### src/rtl/updown_mode_ctrl.sv
// ----------------------------------------------------------------------------
// updown_mode_ctrl
//
// Control stage that sits in front of the 4-bit T-flip-flop up/down counter.
// It produces two signals for the counter:
//   - tick_out, a divided count clock. The counter acts on its falling edge.
//   - M, the counting direction (0 = up, 1 = down).
//
// Button handling:
//   - A raw push-button is synchronised and then debounced.
//   - Each confirmed press is remembered as "pending".
//   - A pending press toggles M only on a rising edge of tick_out. The
//     counter's negedge-triggered stages therefore never see M move in the
//     middle of a count phase.
//
// Parameters
//   DIV        half-period of tick_out in clk cycles (>= 1)
//   DEB_CYCLES stable synced-button cycles needed to confirm a level (>= 1)
//   CNT_W      width of the prescaler and debounce counters
//
// Ports
//   clk       in   system clock, all state changes on its rising edge
//   rst_n     in   asynchronous active-low reset
//   btn_raw   in   raw mode-toggle button (asynchronous, may bounce)
//   hold      in   1 = freeze the prescaler and tick_out
//   tick_out  out  divided count clock, driven straight from a flop
//   M         out  counter mode, 0 = up, 1 = down
//   mode_chg  out  one-cycle pulse in the cycle M takes its new value
// ----------------------------------------------------------------------------
module updown_mode_ctrl #(
   parameter int DIV        = 4,
   parameter int DEB_CYCLES = 3,
   parameter int CNT_W      = 8
) (
   input  logic clk,
   input  logic rst_n,
   input  logic btn_raw,
   input  logic hold,
   output logic tick_out,
   output logic M,
   output logic mode_chg
);

   typedef enum logic [1:0] {
      IDLE      = 2'd0,
      PRESS_CNT = 2'd1,
      PRESSED   = 2'd2,
      REL_CNT   = 2'd3
   } deb_state_t;

   localparam logic [CNT_W-1:0] DIV_LAST = CNT_W'(DIV - 1);
   localparam logic [CNT_W-1:0] DEB_TGT  = CNT_W'(DEB_CYCLES);
   localparam logic [CNT_W-1:0] CNT_ONE  = CNT_W'(1);

   logic             btn_meta;
   logic             btn_s;
   logic [CNT_W-1:0] presc;
   logic             tick_rise;
   deb_state_t       deb_state;
   deb_state_t       deb_state_nxt;
   logic [CNT_W-1:0] deb_cnt;
   logic [CNT_W-1:0] deb_cnt_nxt;
   logic [CNT_W-1:0] deb_cnt_inc;
   logic             pressed;
   logic             pending;

   // Two-flop synchroniser for the asynchronous button.
   always_ff @(posedge clk or negedge rst_n) begin
      if (!rst_n) begin
         btn_meta <= 1'b0;
         btn_s    <= 1'b0;
      end else begin
         btn_meta <= btn_raw;
         btn_s    <= btn_meta;
      end
   end

   // Prescaler. tick_out is a plain flop output, so it cannot glitch.
   always_ff @(posedge clk or negedge rst_n) begin
      if (!rst_n) begin
         presc    <= '0;
         tick_out <= 1'b0;
      end else if (!hold) begin
         if (presc == DIV_LAST) begin
            presc    <= '0;
            tick_out <= ~tick_out;
         end else begin
            presc <= presc + CNT_ONE;
         end
      end
   end

   // High in the cycle whose closing edge takes tick_out from 0 to 1.
   assign tick_rise = !hold && (presc == DIV_LAST) && !tick_out;

   // Debounce FSM: state register.
   always_ff @(posedge clk or negedge rst_n) begin
      if (!rst_n) begin
         deb_state <= IDLE;
         deb_cnt   <= '0;
      end else begin
         deb_state <= deb_state_nxt;
         deb_cnt   <= deb_cnt_nxt;
      end
   end

   assign deb_cnt_inc = deb_cnt + CNT_ONE;

   // Debounce FSM: next state and decoded outputs.
   // The counter holds the number of consecutive cycles already seen at the
   // candidate level. It moves on in the same cycle the incremented value
   // reaches DEB_CYCLES.
   always_comb begin
      deb_state_nxt = deb_state;
      deb_cnt_nxt   = deb_cnt;
      pressed       = 1'b0;
      case (deb_state)
         IDLE: begin
            if (btn_s) begin
               deb_state_nxt = PRESS_CNT;
               deb_cnt_nxt   = CNT_ONE;
            end
         end
         PRESS_CNT: begin
            if (!btn_s) begin
               deb_state_nxt = IDLE;
               deb_cnt_nxt   = '0;
            end else begin
               deb_cnt_nxt = deb_cnt_inc;
               if (deb_cnt_inc >= DEB_TGT) begin
                  deb_state_nxt = PRESSED;
               end
            end
         end
         PRESSED: begin
            pressed       = 1'b1;
            deb_state_nxt = REL_CNT;
            deb_cnt_nxt   = '0;
         end
         REL_CNT: begin
            if (btn_s) begin
               deb_cnt_nxt = '0;
            end else if (deb_cnt_inc >= DEB_TGT) begin
               deb_state_nxt = IDLE;
               deb_cnt_nxt   = '0;
            end else begin
               deb_cnt_nxt = deb_cnt_inc;
            end
         end
         default: begin
            deb_state_nxt = IDLE;
            deb_cnt_nxt   = '0;
         end
      endcase
   end

   // Mode register.
   // Presses arriving while one is already pending merge into that one.
   // A press confirmed on the same edge as a tick rise only sets pending;
   // the toggle waits for the following rise.
   always_ff @(posedge clk or negedge rst_n) begin
      if (!rst_n) begin
         M        <= 1'b0;
         mode_chg <= 1'b0;
         pending  <= 1'b0;
      end else begin
         mode_chg <= tick_rise && pending;
         if (tick_rise && pending) begin
            M <= ~M;
         end
         pending <= (pending && !tick_rise) || pressed;
      end
   end

endmodule

### config.mk
export PLATFORM = sky130hd
export DESIGN_NAME = updown_mode_ctrl
export DESIGN_NICKNAME = d
export VERILOG_FILES = /design/src/rtl/updown_mode_ctrl.sv
export SDC_FILE = /design/constraint.sdc
export NUM_CORES = 1
export LEC_CHECK = 0
export CORE_MARGIN = 5
export CORE_UTILIZATION = 40
export CTS_BUF_LIST = sky130_fd_sc_hd__clkbuf_8
export DETAILED_ROUTE_END_ITERATION = 10
export GPL_ROUTABILITY_DRIVEN = 1
export HOLD_SLACK_MARGIN = 0.15
export PLACE_DENSITY = 0.66
export SETUP_SLACK_MARGIN = 0.02
export SYNTH_ARGS = -nofsm -noshare
export SYNTH_HDL_FRONTEND = slang
export SYNTH_SLANG_ARGS = --single-unit
### constraint.sdc
create_clock -name clk -period 2.1 [get_ports clk]
set_input_delay 0.315 -clock clk [delete_from_list [all_inputs] [get_ports clk]]
set_output_delay 0.315 -clock clk [all_outputs]
set_load 0.02 [all_outputs]
# Word level (Yosys, flattened, before mapping)
# Cells that the tools add are included.
[totals]
wordCells = 47
output_inout_bits = 3
regBits = 24
inputBits = 4
[op_classes]
add_sub_neg = 2
n_lt_le_gt_ge = 1
bitwise_logic = 3
n_eq_ne = 8
n_mux = 13
n_reduce_logical = 11
[op_table]
columns = ["op", "n"]
rows = [
  ["$mux 8", 5],
  ["$pmux 8 s4", 1],
  ["$add 8x1->8 const B", 2],
  ["$mux 2", 5],
  ["$eq 8x2->1 const B", 1],
  ["$ge 8x2->1 const B", 1],
  ["$pmux 2 s4", 1],
  ["$ne 2x2->1 const B", 3],
  ["$eq 2x2->1 const B", 2],
  ["$logic_and 1x1->1", 4],
  ["$reduce_and 4->1", 1],
  ["$logic_not 1->1", 3],
  ["$ne 3x3->1 const B", 1],
  ["$not 1->1", 3],
  ["$eq 2x1->1 const B", 1],
  ["$logic_not 2->1", 1],
  ["$reduce_and 2->1", 1],
  ["$logic_or 1x1->1", 1],
  ["$mux 1", 1],
]

# Depth between registers and ports, before layout
# Gate-level depths: netlist of the first run.
[depth]
depth_word = 6
depth_mapped = 7
depth_no_buf = 7

# Worst setup path before layout of the first run
# No wires, ideal clock.
[synth_timing]
path_kind = "flip-flop to flip-flop"
startpoint = "reg deb_cnt[0]"
endpoint = "reg deb_state[0]"
setup_time_ns = 0.131
path_stages_with_launch = 7
t_required_ns = 1.969
arrival_ns = 1.712
path_slack_ns = 0.257
synth_period_minus_slack_ns = 1.843
path_buffers = 0
path_cell_list = "dfrtp_1 -> ha_1 -> a21boi_0 -> a21oi_1 -> a2bb2oi_1 -> o21ai_2 -> maj3_1"
[synth_between]
elab_chain_cells = 4
elab_cells_between_ends = 5
cone_classes = "add/sub: 1; order compare: 1; eq/ne: 2; reduce/logical: 1"
[synth_lines]
columns = ["element", "line_no", "rtl"]
rows = [
  ["start, declared", "61", "logic [CNT_W-1:0] deb_cnt;"],
  ["start signal, assigned", "103", "deb_cnt <= deb_cnt_nxt;"],
  ["$add 8x1->8 *", "107", "assign deb_cnt_inc = deb_cnt + CNT_ONE;"],
  ["$ge 8x2->1 *", "130, 143", ""],
  ["$ne 3x3->1 (no line) or $ne 2x2->1 (tied branches)", "n/a", ""],
  ["$reduce_and 4->1 (no line) *", "n/a", ""],
  ["end signal, assigned", "102", "deb_state <= deb_state_nxt;"],
  ["end, declared", "59", "deb_state_t deb_state;"],
]
# Every way passes the cells marked *; elsewhere a longest branch is shown, timed or not.
# A chain may end at the register's enable or synchronous reset.

# Worst setup path after layout of the first run
[layout_timing]
startpoint = "reg deb_cnt[1]"
endpoint = "reg deb_state[0]"
# Same word-level chain as after synthesis.

==> results.cfg, run 1 <==
[outcome]
outcome = completed

[cts]
clk_latency_ns = 0.27
cts_root_buf = clkbuf_8
clk_pin_slew_ns = 0.08
htreeDepth = 1
clock-sinks = 24
cts_buffers = 3
cts_resized = 0
postCtsHoldBufs = 0
post_cts_buffers = 0
cts_buffer_depth = 2
tritoncts = done

[grt]
grt_use_total_pct = 10.98
globalRouteOverflowTotal = 0
antenna_found_initial = 0
grt_max_degree = 25
grt_pass1_vias = 833
grt_pass1_wl_um = 3594

[detailed_routing]
top_layer = met4
vias_per_cell = 5.542
wl_um = 2126
route.met2.wl_um = 1107
wl_met1_um = 937
drc_errors = 0
drtAntennaViolNets = 0
drt-initial-drc-count = 22
drtPass1Iterations = 4
wl_met3_um = 47
vias = 859
routedWlPerCell_um = 13.72

[sta]
fin_crit_sh_pct = 90.40
hold_violations = 0
finalSetupTns_ns = 0
fin_crit_ns = 1.898
finalClockSkew_ns = 0.006664
worst_pin_slew_ns = 0.4810
max_freq_mhz = 526.7
final_max_slew_viol_count = 0
rsz0062_at_grt = no
setup_violations = 0
relSlewSlack_pct = 67.81

[power_and_ir_drop]
leakagePower_nw = 0.6415
powerDensity_nw_per_um2 = 1162
peakVddDrop_v = 0.0003981

[synth]
yosys_warnings = 0
syn-cell-area_um2 = 1229
synth_flop_cell = dfrtp_1
synthArstFlopShare_pct = 100.0
netlist_instances = 115
synth_cell_types = 32
synth.net_count = 123
synth-edff-count = 0
synth.avg_cell_area_um2 = 10.68
synth-seq-cells = 24
yosysSeqAreaShare_pct = 48.88

[min_path]
min_path_type = flip-flop to flip-flop
min_from = btn_meta

[critical_path]
cp.arrival_ns = 2.05
path_class = flip-flop to flip-flop
start_kind = flip-flop
r2r-start = deb_cnt[1]
cp_max_fo = 7
worstSetupStartpoint = deb_cnt[1]
cp-end-kind = flip-flop
worstPathRequired_ns = 2.25

[finish]
num-fill-cells = 280
fin_util_pct = 46.42
stdcell_count = 155
final_common_cell = dfrtp_1
fin_nets = 131
layout-drive-gt1-share_pct = 9.016
mostFrequentLayoutCells = dfrtp_1 (24), nor2_1 (13), xnor2_1 (10)
syn_to_final_growth_pct = 13.44
diodes = 0

[placed_design]
dp_cells = 151
hpwl_um = 1572
place.gp.congestion = 0.7597
io_buffer_count = 6

[flow_run]
drv_cap = 0

[floorplanning]
fp.dieH_um = 65.42
boundaryPins = 7
die-area_um2 = 4280
die_w_um = 65.42
core_um2 = 3003
initial_core_util_pct = 40.92
rows = 20
power by group:
| part | switching [mW] | internal, mW |
|---|---|---|
| clock network | 0.145 | 0.255 |
| logic | 0.240 | 0.236 |
| registers | 0.160 | 0.583 |
Yosys cell counts (all sizes together), types with 2 or more instances:
master | instances | share of area (%)
dfrtp | 24 | 49
nor2 | 13 | 4.0
xnor2 | 10 | 7.1
nand3 | 7 | 2.9
a22oi | 6 | 3.7
xor2 | 6 | 4.3
clkbuf | 5 | 1.5
inv | 5 | 1.5
a22o | 4 | 2.9
ha | 4 | 4.1
and3 | 3 | 1.5
nand2 | 3 | 0.92
nand4 | 3 | 1.5
nor2b | 3 | 1.5
o21ai | 3 | 1.5
mux2i | 2 | 1.6
nor4 | 2 | 2.2
per-layer routing:
metal | global-route usage [%] | vias up
li1 | - | 416
met1 | 12.22 | 434
met2 | 19.60 | 5
met3 | 2.393 | 4
met4 | 5.440 | 0
met5 | 0 | -
metrics by stage:
stage          cell area [um2]  hold WS [ns]  power [mW]  setup slack (ns)
3_3_place_gp              1323        0.3373       1.203            0.2628
5_1_grt                   1394        0.3850       1.734            0.1206
4_1_cts                   1394        0.3597       1.644            0.2050
2_1_floorplan             1229       0.01941       1.070            0.2570
3_5_place_dp              1323        0.3403       1.231            0.2142
6_report                  1394        0.3588       1.619            0.2015
worst max-delay path: stages, from the launching register on:
cell,delay (ns)
dfrtp_1,0.47
ha_1,0.23
and3_1,0.22
a31oi_1,0.17
a22o_1,0.25
o21ai_2,0.09
maj3_1,0.35
area by class of cell:
type	instances	area, um2	area share [%]
Sequential cell	24	600.6	43.09
Clock inverter	1	30.03	2.154
Multi-Input combinational cell	80	579.3	41.56
Tap cell	33	41.29	2.962
Inverter	5	18.77	1.346
Clock buffer	3	41.29	2.962
Timing Repair Buffer	9	82.58	5.925
flip-flops by register name, indices dropped and copies added, names as in the netlist, named ones only:
signal,count
deb_cnt,8
presc,8
M,1
btn_meta,1
btn_s,1
deb_state,1
mode_chg,1
pending,1
tick_out,1
worst paths after layout:
check	endpoint	slack (ns)	cells after the start
max	deb_state[0]	0.20	6
min in group asynchronous	presc[6]	0.39	2
min	btn_s	0.36	0
max reg2reg	deb_state[0]	0.20	6
max in group asynchronous	deb_cnt[5]	1.47	2
min reg2reg	btn_s	0.36	0
cell families (layout without fill, tap and decap cells):
kind of cell | count (synthesis) | count (layout) | share of synthesized area, %
AND/OR/NAND/NOR | 37 | 37 | 16.40
flip-flops | 24 | 24 | 48.88
AO/OA/AOI/OAI | 19 | 19 | 11.91
XOR/XNOR | 16 | 16 | 11.40
buffers and inverters | 11 | 18 | 3.972
adder cells (fa/ha/maj) | 5 | 5 | 4.888
multiplexers | 3 | 3 | 2.546
Note: power is estimated with default switching activity, not from simulation.
==> inputs of run 2 (changes only) <==
ABC_CLOCK_PERIOD_IN_PS = 2100   (was default)
PLACE_DENSITY = default   (was 0.66)
==> results.cfg, run 2 (synthesized netlist as in run 1, its figures left out) <==
[power_and_ir_drop]
peakVddDrop_v = 0.0005516
powerDensity_nw_per_um2 = 1154
leakagePower_nw = 0.6415

[grt]
grt_pass1_wl_um = 3670
grt_use_total_pct = 10.88
globalRouteOverflowTotal = 0
antenna_found_initial = 0
grt_pass1_vias = 761
grt_max_degree = 25

[finish]
layout-drive-gt1-share_pct = 9.016
final_common_cell = dfrtp_1
syn_to_final_growth_pct = 13.44
seq_area_um2 = 600.6
top_regs = deb_cnt (8), presc (8)
mostFrequentLayoutCells = dfrtp_1 (24), nor2_1 (13), xnor2_1 (10)
diodes = 0
multi_input_area_um2 = 579.3
num-fill-cells = 284
fin_nets = 131

[detailed_routing]
vias_per_cell = 5.232
wl_met1_um = 1035
route.met2.wl_um = 895
drtPass1Iterations = 4
vias = 811
top_layer = met4
routedWlPerCell_um = 13.00
drt-initial-drc-count = 41
drtAntennaViolNets = 0
wl_um = 2015
drc_errors = 0
wl_met3_um = 61

[cts]
cts_buffers = 3
cts_resized = 0
tritoncts = done
post_cts_buffers = 0
clk_pin_slew_ns = 0.09
cts_buffer_depth = 2
clk_latency_ns = 0.26
htreeDepth = 1
postCtsHoldBufs = 0
cts_root_buf = clkbuf_8
clock-sinks = 24

[sta]
fin_crit_ns = 1.923
rsz0062_at_grt = no
final_max_slew_viol_count = 0
finalClockSkew_ns = 0.003316
max_freq_mhz = 520.1
hold_violations = 0
setup_violations = 0
fin_crit_sh_pct = 91.56
relSlewSlack_pct = 67.02
finalSetupTns_ns = 0
hold_slack_ns = 0.3656
worst_pin_slew_ns = 0.4929

[placed_design]
place.gp.congestion = 0.8425
hpwl_um = 1482
io_buffer_count = 6

[critical_path]
worstPathRequired_ns = 2.25
r2r-start = deb_cnt[0]
start_kind = flip-flop
r2r.worst_path.cells = 6
cp_max_fo = 6
cp-end-kind = flip-flop
r2r_end = deb_state[0]
rrSetupSlack_ns = 0.18
cp.arrival_ns = 2.07
path_class = flip-flop to flip-flop

[min_path]
min_path_type = flip-flop to flip-flop
hold_path_end = btn_s
min_from = btn_meta
whs_path_depth = 0

[floorplanning]
die_w_um = 65.42
core_um2 = 3003
fp.dieH_um = 65.42
rows = 20
initial_core_util_pct = 40.92
die-area_um2 = 4280
boundaryPins = 7

[flow_run]
drv_cap = 0

[outcome]
outcome = completed
-- run 2: layout make-up --
type / instances / area share, %
sequential: 24 / 43.09
multi-input combinational: 80 / 41.56
timing repair buffer: 9 / 5.925
clock buffer: 3 / 2.962
tap: 33 / 2.962
clock inverter: 1 / 2.154
inverter: 5 / 1.346
-- run 2: through the flow --
| step | util, % | cell area [um2] | power (mW) | worst slack (ns) | instances |
|---|---|---|---|---|---|
| floorplan | - | 1229 | 1.070 | 0.2570 | 115 |
| global placement | 44.04 | 1323 | 1.210 | 0.2211 | 151 |
| CTS | 46.42 | 1394 | 1.636 | 0.1970 | 155 |
| detailed placement | 44.04 | 1323 | 1.222 | 0.2086 | 151 |
| global route | 46.42 | 1394 | 1.726 | 0.05390 | 155 |
| finish | 46.42 | 1394 | 1.608 | 0.1773 | 155 |
-- run 2: where the power goes --
group	switching [mW]	internal, mW
clock	0.147	0.255
combinational	0.231	0.233
sequential	0.158	0.584
-- run 2: metal layers --
layer  track usage [%]  vias to the layer above
met5                 0                        -
met4             3.109                        0
met2             16.06                        7
met3             2.735                        4
met1             15.69                      386
li1                  -                      414
-- run 2: worst max-delay path, stage by stage (launching register included) --
cell and delay, ns:
dfrtp_1 0.45, ha_1 0.23, and3_1 0.23, a31oi_1 0.21, a22o_1 0.25, o21ai_2 0.09
maj3_1 0.35
-- run 2: how the worst max path moves through the flow --
stage	from	to	slack [ns]	depth (start not counted)
detailed placement	deb_cnt[0]	deb_state[0]	0.21	6
global route	deb_cnt[1]	deb_state[0]	0.05	6
finish	deb_cnt[0]	deb_state[0]	0.18	6
CTS	deb_cnt[0]	deb_state[0]	0.20	6
floorplan	deb_cnt[0]	deb_state[0]	0.26	6
global placement	deb_cnt[0]	deb_state[0]	0.22	6
==> inputs of run 3 (changes only) <==
CORE_ASPECT_RATIO = 0.7   (was default)
==> results.cfg, run 3 (synthesized netlist as in run 1, its figures left out) <==
[detailed_routing]
vias_per_cell = 5.452
drtPass1Iterations = 4
routedWlPerCell_um = 14.45
wl_um = 2269
drt-initial-drc-count = 74
vias = 856
drc_errors = 0
drtAntennaViolNets = 0

[finish]
final_common_cell = dfrtp_1
stdcell_count = 157
mostFrequentLayoutCells = dfrtp_1 (24), nor2_1 (13), xnor2_1 (10)
fin_nets = 130
num-fill-cells = 267
seq_area_um2 = 600.6
layout-drive-gt1-share_pct = 9.091
diodes = 0
syn_to_final_growth_pct = 12.32
top_regs = deb_cnt (8), presc (8)
multi_input_area_um2 = 585.6

[cts]
clk_latency_ns = 0.27
postCtsHoldBufs = 0
htreeDepth = 1
cts_buffer_depth = 2
post_cts_buffers = 0
tritoncts = done
clock-sinks = 24
clk_pin_slew_ns = 0.07
cts_buffers = 3
cts_resized = 0
cts_root_buf = clkbuf_8

[sta]
rsz0062_at_grt = no
setup_violations = 0
max_freq_mhz = 512.1
fin_crit_ns = 1.953
fin_crit_sh_pct = 92.98
finalSetupTns_ns = 0
worst_pin_slew_ns = 0.5374
hold_violations = 0
relSlewSlack_pct = 64.04
final_max_slew_viol_count = 0
finalClockSkew_ns = 0.008533

[grt]
grt_pass1_wl_um = 3781
antenna_found_initial = 0
grt_use_total_pct = 10.93
grt_pass1_vias = 754
grt_max_degree = 25
globalRouteOverflowTotal = 0

[critical_path]
cpMostUsedCell = a22o_1
cp_max_fo = 7
worstPathRequired_ns = 2.30
cp.arrival_ns = 2.15
crit_chain = and4_4 > a2111o_1 > a22o_1 > nor4_4 > a22o_1
worst_path_largest_cell_delay_ns = 0.46
start_kind = flip-flop
slowest_stage = dfrtp_1
cp-end-kind = flip-flop
path_class = flip-flop to flip-flop
r2r.worst_path.cells = 5

[min_path]
min_path_type = flip-flop to flip-flop
whs_path_depth = 0

[power_and_ir_drop]
powerDensity_nw_per_um2 = 1112
peakVddDrop_v = 0.0004735
leakagePower_nw = 0.6313

[floorplanning]
initial_core_util_pct = 42.92
boundaryPins = 7
die-area_um2 = 4298
fp.dieH_um = 56.37
die_w_um = 76.25
rows = 16
core_um2 = 2863

[flow_run]
drv_cap = 0

[outcome]
outcome = completed

[placed_design]
io_buffer_count = 6
place.gp.congestion = 0.7306
hpwl_um = 1632
dp_cells = 153
-- run 3: layer usage --
| layer | up-vias | part of all wire, % | track usage (%) |
|---|---|---|---|
| li1 | 415 | - | - |
| met5 | - | 0 | 0 |
| met2 | 18 | 40 | 13.54 |
| met1 | 418 | 52 | 17.07 |
| met3 | 5 | 6.6 | 3.674 |
| met4 | 0 | 1.1 | 3.741 |
-- run 3: worst max-delay path, delay by kind of cell, from the launching register on --
family           cells  cell delay [ns]
AO/OA/AOI/OAI        3             0.91
flip-flops           1             0.46
AND/OR/NAND/NOR      2             0.51
-- run 3: final timing paths --
path / from / endpoint / slack [ns]
max: deb_cnt[1] / deb_cnt[0] / 0.15
min: btn_meta / btn_s / 0.35
max reg2reg: deb_cnt[1] / deb_cnt[0] / 0.15
min reg2reg: btn_meta / btn_s / 0.35
max in group asynchronous: rst_n / btn_s / 1.47
min in group asynchronous: rst_n / deb_cnt[7] / 0.39
-- run 3: power breakdown --
part           leakage [nW]  switching (mW)  internal, mW
Combinational         0.298           0.253         0.232
Clock                0.0288           0.140         0.167
Sequential            0.304           0.159         0.584
-- run 3: per-stage QoR --
stage	cell area, um2	setup WS (ns)	hold slack, ns	utilization (%)	total power [mW]
after floorplan	1229	0.2570	0.01941	-	1.070
after global placement	1319	0.1940	0.3311	46.07	1.205
after detailed placement	1319	0.1306	0.3365	46.07	1.230
after CTS	1374	0.1195	0.3580	47.99	1.543
after global routing	1380	0.06072	0.3619	48.21	1.636
final	1380	0.1474	0.3542	48.21	1.535
-- run 3: cell type report --
cell class              count  share of cell area (%)
well taps                  36                   3.264
repair buffers              8                   5.440
flip-flops and latches     24                   43.52
clock buffers               4                   3.989
inverters                   5                   1.360
multi-input cells          80                   42.43
==> patch (config.mk and constraints of run 3) <==
Register the inputs `btn_raw` and `hold` before use, without a reset. The logic sees them one clock later.
--- a/src/rtl/updown_mode_ctrl.sv
+++ b/src/rtl/updown_mode_ctrl.sv
@@ -53,4 +53,12 @@
    localparam logic [CNT_W-1:0] CNT_ONE  = CNT_W'(1);
 
+   logic btn_raw_q;
+   logic hold_q;
+
+   always_ff @(posedge clk) begin
+      btn_raw_q <= btn_raw;
+      hold_q    <= hold;
+   end
+
    logic             btn_meta;
    logic             btn_s;
@@ -71,5 +79,5 @@
          btn_s    <= 1'b0;
       end else begin
-         btn_meta <= btn_raw;
+         btn_meta <= btn_raw_q;
          btn_s    <= btn_meta;
       end
@@ -81,5 +89,5 @@
          presc    <= '0;
          tick_out <= 1'b0;
-      end else if (!hold) begin
+      end else if (!hold_q) begin
          if (presc == DIV_LAST) begin
             presc    <= '0;
@@ -92,5 +100,5 @@
 
    // High in the cycle whose closing edge takes tick_out from 0 to 1.
-   assign tick_rise = !hold && (presc == DIV_LAST) && !tick_out;
+   assign tick_rise = !hold_q && (presc == DIV_LAST) && !tick_out;
 
    // Debounce FSM: state register.
Check against the original RTL: not equivalent (Yosys sat finds a counterexample within 10 cycles, from zero or initial values and one cycle with rst_n low).
==> patch against run 3 <==
Design area is 2.5% higher. Synthesized area is 2.9% higher. Clock power is 9.4% lower. Via count is 7.9% higher. Wire length is 10% higher. Sequential cell count is 2 higher. Worst setup slack worse by 14 ps. Sequential power is 10% higher. Total power is 1.0% lower. Critical endpoint is now deb_cnt[0]$_DFFE_PN0N_. Highest routed layer unchanged.
==> patch: results (changes against run 3) <==
stage,metric,value,unit,change
status,status,"finished, final reports clean",,
drt,routed wire length per instance,14.8,µm,+2.2%
final_layout,layout cells sized above 1,10.7,%,+1.6 points
yosys,Synth Warn #,0,,unchanged
yosys,fraction of registers with async set or reset after synthesis,92.3,%,-7.7 points
cts,CTS buffer count,3,,unchanged
place,Placer Congestion,0.815,,+12%
yosys,Mapped Cells,123,,+7.0%
sta,Clock Skews,5.10,ps,-3.44 ps
yosys,post-synthesis sequential area ratio,50.7,%,+1.8 points
yosys,syn nets,131,,+6.5%
yosys,area share of xor/xnor cells in the synthesized design,7.62,%,-3.8 points
final_layout,n_diodes,0,,unchanged
worst_hold_path,Hold Path Class,flop to flop,,
pwr,Leakage Power,0.601,nW,-4.8%
drt,Starting DRT DRC Count,68,,-8.1%
grt,vias in the first global route,900,,+19%
cts,CTS Buffer Depth,2,,unchanged
cts,setup repair bufs after CTS,0,,unchanged
place,post-placement cell count,165,,+7.8%
yosys,multiplexer share of the synthesized area,2.08,%,-0.47 points
grt,Tot GR Track Use,12.1,%,+1.2 points
grt,initial antenna violation count,0,,unchanged
cts,"Reg clk slew, reported paths",80,ps,
drt,post-DR vias/cell,5.47,,+0.28%
final_layout,final net count,140,,+7.7%
setup_path,peak fanout along the critical path,9,,+2
drt,final WL,2500,µm,+10%
yosys,Adder-Cell Fraction of Synth Area,3.96,%,-0.93 points
yosys,Yosys cell types,38,,+19%
grt,largest net degree at the start of global routing,25,,unchanged
yosys,synth top area cells,"dfrtp_1 (48%), xnor2_1 (5.5%), ha_1 (4.0%), nor2_1 (3.6%), dfxtp_1 (3.2%)",,
pwr,Max IR drop VDD,464,µV,-1.9%
place,detailed placer's ending HPWL,1820,µm,+12%
drt,DR pass1 iterations,4,,unchanged
cts,Root Driver,clkbuf_8,,
yosys,top post-synthesis cells by count,"dfrtp_1 (24), nor2_1 (12), xnor2_1 (8)",,
grt,first-pass GRT wire length,4370,µm,+16%
sta,Worst-Margin Slew,446,ps,-91.4 ps
cts,H-tree depth,1,,unchanged
yosys,Synth Area in Compound Gates,12.9,%,+0.96 points
patch: layer usage:
metal  vias to the layer above  GRT usage [%]  wire length [µm]
met5                         -              0                 0
met4                         0           2.45                 7
met3                         2           3.63               157
met2                        27           16.8              1050
met1                       440           18.6              1280
li1                        455              -                 -
patch: area by class of cell:
class	count	area, µm²
Multi-Input combinational cell	89	593
Clock buffer	3	41.3
Clock inverter	1	3.75
Timing Repair Buffer	7	67.6
Fill cell	287	1670
Sequential cell	26	643
Inverter	5	18.8
Tap cell	38	47.5
patch: path summary, 6_finish.rpt:
check | startpoint | endpoint | slack (ps) | cells past startpoint
max | deb_cnt[0]$_DFFE_PN0N_ | deb_cnt[0]$_DFFE_PN0N_ | 130 | 5
min | btn_raw_q$_DFF_P_ | btn_meta$_DFF_PN0_ | 340 | 0
max reg2reg | deb_cnt[0]$_DFFE_PN0N_ | deb_cnt[0]$_DFFE_PN0N_ | 130 | 5
min reg2reg | btn_raw_q$_DFF_P_ | btn_meta$_DFF_PN0_ | 340 | 0
max in group asynchronous | rst_n | deb_cnt[0]$_DFFE_PN0N_ | 1430 | 2
min in group asynchronous | rst_n | presc[7]$_DFFE_PN0N_ | 410 | 2
patch: timing repair:
| item | in CTS | in global routing |
|---|---|---|
| gates resized for setup | 0 | 2 |
| hold buffers | 0 | 0 |
| hold endpoints to repair | 0 | 0 |
| endpoints found under the setup margin | 0 | 2 |
patch: logic make-up (layout without fill, tap and decap cells):
logic type | Yosys count | count (layout)
DFF | 26 | 26
buffers and inverters | 8 | 16
muxes | 2 | 2
AOI/OAI and AO/OA | 26 | 26
xor gates and xnor gates | 11 | 11
adders and majority gates | 4 | 4
and+or+nand+nor | 46 | 46
patch: critical path: stages (launching register included):
cell and delay [ps]:
dfrtp_2 480, ha_1 260, or3_1 310, a211oi_1 370
nand4b_1 190, o31ai_1 240
patch: power by group:
| part | internal, mW | switching [mW] | total (mW) |
|---|---|---|---|
| combinational | 0.211 | 0.213 | 0.424 |
| sequential | 0.624 | 0.194 | 0.818 |
| clock | 0.131 | 0.147 | 0.278 |
| total | 0.965 | 0.554 | 1.52 |
patch: stage by stage:
step	instance area (µm²)	hold slack (ps)	total power, mW	setup WS [ps]	util (%)
floorplan	1260	19.4	1.09	246	-
global placement	1370	325	1.22	158	44.3
detailed placement	1370	325	1.25	101	44.3
CTS	1410	344	1.53	79.6	45.8
global route	1420	352	1.62	26.5	45.9
finish	1420	345	1.52	133	45.9
